## config.mk

```make
export PLATFORM = sky130hd
export DESIGN_NAME = pipereg_elastic
export DESIGN_NICKNAME = d
export VERILOG_FILES = /design/src/rtl/pipereg_elastic.sv
export SDC_FILE = /design/constraint.sdc
export NUM_CORES = 1
export LEC_CHECK = 0
export BUFFER_PORTS_ARGS = -buffer_cell sky130_fd_sc_hd__buf_2
export CAP_MARGIN = 20
export CORE_MARGIN = 2
export CORE_UTILIZATION = 30
export DETAILED_ROUTE_END_ITERATION = 8
export PLACE_DENSITY = 0.6
export SLEW_MARGIN = 0
export SYNTH_ARGS = -nofsm -noshare
export SYNTH_HDL_FRONTEND = slang
export SYNTH_SLANG_ARGS = --single-unit
```

## constraint.sdc

```tcl
create_clock -name clk -period 1.55 [get_ports clk]
set_input_delay 0.31 -clock clk [delete_from_list [all_inputs] [get_ports clk]]
set_output_delay 0.31 -clock clk [all_outputs]
set_load 0.005 [all_outputs]
```

## src/rtl/pipereg_elastic.sv

```systemverilog
// Elastic pipeline stage between CPU stages: valid/ready handshake, optional
// 2-entry skid buffer, synchronous flush and a saturating backpressure counter.
module pipereg_elastic #(
  parameter int unsigned DATA_W     = 64,
  parameter int unsigned CTRL_W     = 10,
  parameter int unsigned SKID       = 1,
  parameter int unsigned CLEAR_DATA = 1,
  parameter int unsigned CNT_W      = 16
) (
  input  logic              clk,
  input  logic              nrst,
  input  logic              flush,
  input  logic              in_valid,
  output logic              in_ready,
  input  logic [DATA_W-1:0] in_data,
  input  logic [CTRL_W-1:0] in_ctrl,
  output logic              out_valid,
  input  logic              out_ready,
  output logic [DATA_W-1:0] out_data,
  output logic [CTRL_W-1:0] out_ctrl,
  output logic [1:0]        occupancy,
  output logic [CNT_W-1:0]  bp_cycles
);

  localparam int unsigned OCC_W = 2;
  localparam logic [CNT_W-1:0] BP_MAX = '1;

  typedef struct packed {
    logic [CTRL_W-1:0] ctrl;
    logic [DATA_W-1:0] data;
  } entry_t;

  typedef enum logic [1:0] {
    ST_EMPTY = 2'd0,
    ST_ONE   = 2'd1,
    ST_FULL  = 2'd2
  } state_t;

  state_t             state_q, state_d;
  entry_t             head_q, head_d;
  entry_t             skid_q, skid_d;
  entry_t             in_entry;
  logic               out_valid_q, out_valid_d;
  logic [OCC_W-1:0]   occ_q, occ_d;
  logic [CNT_W-1:0]   bp_q, bp_d;
  logic               in_fire;
  logic               out_fire;

  // A bubble always carries zero control; data is zeroed or kept stale.
  function automatic entry_t bubble(input entry_t cur);
    entry_t b;
    b = '0;
    if (CLEAR_DATA == 0) b.data = cur.data;
    return b;
  endfunction

  assign in_entry.ctrl = in_ctrl;
  assign in_entry.data = in_data;
  assign in_fire       = in_valid & in_ready;
  assign out_fire      = out_valid_q & out_ready;

  // Next-state, next-entry and counter logic
  always_comb begin
    state_d = state_q;
    head_d  = head_q;
    skid_d  = skid_q;
    bp_d    = bp_q;

    if (out_valid_q && !out_ready && (bp_q != BP_MAX)) bp_d = bp_q + CNT_W'(1);

    if (flush) begin
      state_d = ST_EMPTY;
      head_d  = bubble(head_q);
      skid_d  = '0;
    end else begin
      case (state_q)
        ST_EMPTY: begin
          if (in_fire) begin
            state_d = ST_ONE;
            head_d  = in_entry;
          end
        end
        ST_ONE: begin
          if (in_fire && !out_fire && (SKID != 0)) begin
            state_d = ST_FULL;
            skid_d  = in_entry;
          end else if (in_fire) begin
            head_d  = in_entry;
          end else if (out_fire) begin
            state_d = ST_EMPTY;
            head_d  = bubble(head_q);
          end
        end
        ST_FULL: begin
          if (out_fire) begin
            state_d = ST_ONE;
            head_d  = skid_q;
            skid_d  = '0;
          end
        end
        default: begin
          state_d = ST_EMPTY;
          head_d  = bubble(head_q);
          skid_d  = '0;
        end
      endcase
    end

    out_valid_d = (state_d != ST_EMPTY);
    occ_d       = OCC_W'(state_d);
  end

  // Stage registers; reset drops every held entry immediately
  always_ff @(posedge clk or negedge nrst) begin
    if (!nrst) begin
      state_q     <= ST_EMPTY;
      head_q      <= '0;
      skid_q      <= '0;
      out_valid_q <= 1'b0;
      occ_q       <= '0;
      bp_q        <= '0;
    end else begin
      state_q     <= state_d;
      head_q      <= head_d;
      skid_q      <= skid_d;
      out_valid_q <= out_valid_d;
      occ_q       <= occ_d;
      bp_q        <= bp_d;
    end
  end

  generate
    if (SKID != 0) begin : g_skid
      logic in_ready_q;

      // Registered ready: the skid entry absorbs the one-cycle ready lag
      always_ff @(posedge clk or negedge nrst) begin
        if (!nrst) in_ready_q <= 1'b0;
        else       in_ready_q <= (state_d != ST_FULL);
      end

      assign in_ready = in_ready_q;
    end else begin : g_noskid
      assign in_ready = nrst & (out_ready | ~out_valid_q);
    end
  endgenerate

  assign out_valid = out_valid_q;
  assign out_data  = head_q.data;
  assign out_ctrl  = head_q.ctrl;
  assign occupancy = occ_q;
  assign bp_cycles = bp_q;

endmodule

```

==> metrics.md <==
| Metric | Value |
|---|---|
| CTS clk-pin slew, worst paths | `0.07 ns` |
| Final worst-path cycle share | `0.983` |
| Rows | `58` |
| CTS root buf | `clkbuf_16` |
| Yosys reg bits | `168` |
| GR Overflow Total | `0` |
| Nets | `976` |
| Setup tns final | `0 ns` |
| Starting DRT DRC Count | `517` |
| Starting density of the core | `0.303` |
| Crit-path leading delay family | `buffers and inverters` |
| CP arrival | `1.82 ns` |
| Max cap viols | `0` |
| Power Dens Cells | `1160 nW/um^2` |
| Leak | `5.16 nW` |
| Worst slew margin | `0.657` |
| Initial antenna violation count | `1` |
| Max VDD drop | `0.000497 V` |
| Critical Path Max Stage Delay | `0.44 ns` |
| Sequential fraction of the synthesis area | `0.556` |
| RSZ-0062 raised after global routing | `yes` |
| Final ANT Viol Nets | `0` |
| Number of enable flip-flop cells after synthesis | `0` |
| Synth Warn # | `0` |
| Die ar. | `26,500 um^2` |
| Clock sinks | `168` |
| Register share of total power | `0.424` |
| Remaining DRCs | `0` |
| Slew Limit Fails | `0` |
| Worst Setup End Kind | `flop` |
| Routed wire length per instance | `18.6 um` |
| Layout cell share with drive strength beyond 1 | `0.353` |
| Sw frac | `0.295` |
| Synth Net Count | `753` |
| First-pass GRT wire length | `33,500 um` |
| Largest net degree at the start of global routing | `51` |
| Post-synth top area cell | `dfrtp_1` |
| FMAX | `656 MHz` |
| Worst Setup Start Kind | `flop` |
| Cell area after synthesis | `7560 um^2` |
| Net Switching | `0.00357 W` |
| Drt pass-1 iters | `5` |
| Post-DP HPWL | `13,600 um` |
| Critical path buffers and inverters | `3` |
| Number of CTS-inserted buffers | `17` |
| Final hold violation count | `0` |
| CP max stage cell | `dfrtp_2` |
| Port-buffer cells | `172` |
| Vias per cell | `4.91` |
| Tightest Pin Transition | `0.515 ns` |
| Area contributors post-synth | `dfrtp_1, mux2i_1, o2bb2ai_1, a22oi_1, nand2_1` |
| Pwr Total | `0.0121 W` |
| CTS tree | `yes` |
| # IOs | `173` |
| Die Wd | `163 um` |
| Primary FF master, synth | `dfrtp_1` |
| Power Internal | `0.00854 W` |
| WL final | `23,100 um` |
| Die Y | `163 um` |
| Clk_skew | `0.0131 ns` |
| Core Area | `25,000 um^2` |
| Top cell type's share of synthesized area | `0.556` |
| WP data required | `1.85 ns` |
| Clk Latency, worst-skew pair | `0.42 ns` |
| Worst-path cell chain | `buf_4 > nor2b_4 > buf_12 > clkbuf_16 > a22oi_1 > o2bb2ai_1` |
| Kind of critical path | `flop to flop` |
| Placer Congestion | `0.833` |
| P&R area growth vs syn | `37.7%` |
| Vias post-DR | `6,088` |
| Clock buffer depth | `2` |
| Hold Path Class | `input port to flop` |
| Max H-tree Level | `4` |
| Total Routing Usage GR | `0.160` |
| Crit Path Max Fanout | `14` |
| Comb power frac | `0.230` |
| Antenna diodes | `0` |
| Vias in the first global route | `6,145` |
| Clock power frac | `0.347` |
| Mean Syn Cell Area | `11.2 um^2` |
| Endpoints failing setup | `0` |
| Outcome | `finished, final reports clean` |
| Ys async rst share | `1.00` |
| Post-Synthesis Cells | `673` |
| Fin crit period | `1.52 ns` |
| Post-synth cell types | `46` |
cell usage after synthesis, types with 2 or more instances:
| cell type | count |
|---|---|
| nand2b_1 | 3 |
| nor2_1 | 12 |
| a31oi_1 | 4 |
| xnor2_1 | 3 |
| nand4_1 | 2 |
| and3_1 | 2 |
| xor2_1 | 8 |
| a21oi_1 | 5 |
| buf_4 | 8 |
| nand4b_1 | 2 |
| nor3_1 | 5 |
| and4bb_1 | 2 |
| mux2i_1 | 74 |
| nand2_1 | 81 |
| buf_2 | 25 |
| inv_1 | 75 |
| dfrtp_1 | 168 |
| mux2_1 | 2 |
| nand3_1 | 2 |
| a22oi_1 | 75 |
| o2bb2ai_1 | 74 |
| clkbuf_1 | 16 |
| nor4_4 | 2 |
layout make-up:
cell class / count / area, um^2
clock buffers: 26 / 499
well taps: 330 / 413
flip-flops and latches: 168 / 4210
repair buffers: 254 / 1950
fillers: 2436 / 14500
inverters: 75 / 282
multi-input cells: 380 / 3000
clock inverters: 6 / 65.1
sequential cells by signal, indices dropped and copies added (netlist names):
signal	cells
out_valid	1
skid_q	74
in_ready	1
out_ctrl	10
out_data	64
occupancy	2
bp_cycles	16
final timing paths:
check / cells past startpoint / endpoint / slack (ns) / start
max: 6 / out_data[6]$_DFFE_PN0P_ / 0.03 / occupancy[1]$_DFF_PN0_
min: 3 / skid_q[9]$_DFFE_PN0P_ / 0.13 / in_data[9]
max reg2reg: 6 / out_data[6]$_DFFE_PN0P_ / 0.03 / occupancy[1]$_DFF_PN0_
min reg2reg: 1 / out_data[15]$_DFFE_PN0P_ / 0.48 / out_data[15]$_DFFE_PN0P_
max in group asynchronous: 3 / skid_q[72]$_DFFE_PN0P_ / 0.57 / nrst
min in group asynchronous: 2 / skid_q[33]$_DFFE_PN0P_ / 0.41 / nrst
worst min-delay path: stages:
cell     delay (ns)
buf_2          0.10
nand2_1        0.05
mux2i_1        0.06
what timing repair did:
| item | 4_1_cts | 5_1_grt |
|---|---|---|
| pin swaps | 2 | 6 |
| endpoints found under the hold margin | 37 | 0 |
| buffers inserted | 0 | 9 |
| hold buffers | 1 | 0 |
| gates resized for setup | 3 | 40 |
| endpoints found under the setup margin | 5 | 161 |
| cloned | 0 | 11 |
power groups by stage:
stage	registers, W	logic (W)	clock network (W)
6_report	0.00513	0.00278	0.00420
3_3_place_gp	0.00517	0.00240	0
2_1_floorplan	0.00520	0.00114	0
5_1_grt	0.00519	0.00304	0.00448
3_5_place_dp	0.00517	0.00243	0
4_1_cts	0.00511	0.00245	0.00433
metal layers:
layer  GRT usage  part of all wire  vias up  routed length (um)
met3      0.0341             0.051       19                1180
met1       0.221              0.47     3054               10900
li1            -                 -     2833                   -
met2       0.256              0.47      180               10800
met5           0           0.00056        -                  13
met4      0.0414             0.011        2                 257
cell families after synthesis:
kind of cell / after synthesis / share of synthesized area
compound gates: 166 / 0.175
simple gates: 126 / 0.0837
buf+inv: 125 / 0.0701
xor+xnor: 11 / 0.0127
fa+ha+maj: 1 / 0.00165
flops: 168 / 0.556
mux: 76 / 0.101
layout by cell type, fill, tap and decap left out, types with 9 or more instances in the layout:
| cell | count |
|---|---|
| mux2i_1 | 73 |
| nand2_1 | 79 |
| dfrtp_1 | 161 |
| buf_4 | 41 |
| clkbuf_16 | 26 |
| inv_1 | 75 |
| buf_6 | 9 |
| buf_12 | 20 |
| buf_2 | 171 |
| a22oi_1 | 70 |
| o2bb2ai_1 | 73 |
stage by stage:
step	util	instances	hold slack (ns)	setup WS (ns)	cell area (um^2)
after floorplan	-	673	0.0144	0.00469	7580
after global placement	0.374	1186	0.309	-0.0799	9330
after detailed placement	0.374	1186	0.306	-0.0703	9330
after CTS	0.398	1219	0.113	-0.00341	9930
after global routing	0.417	1239	0.131	-0.0490	10400
final	0.417	1239	0.133	0.0260	10400
(Power assumes the default switching activity.)
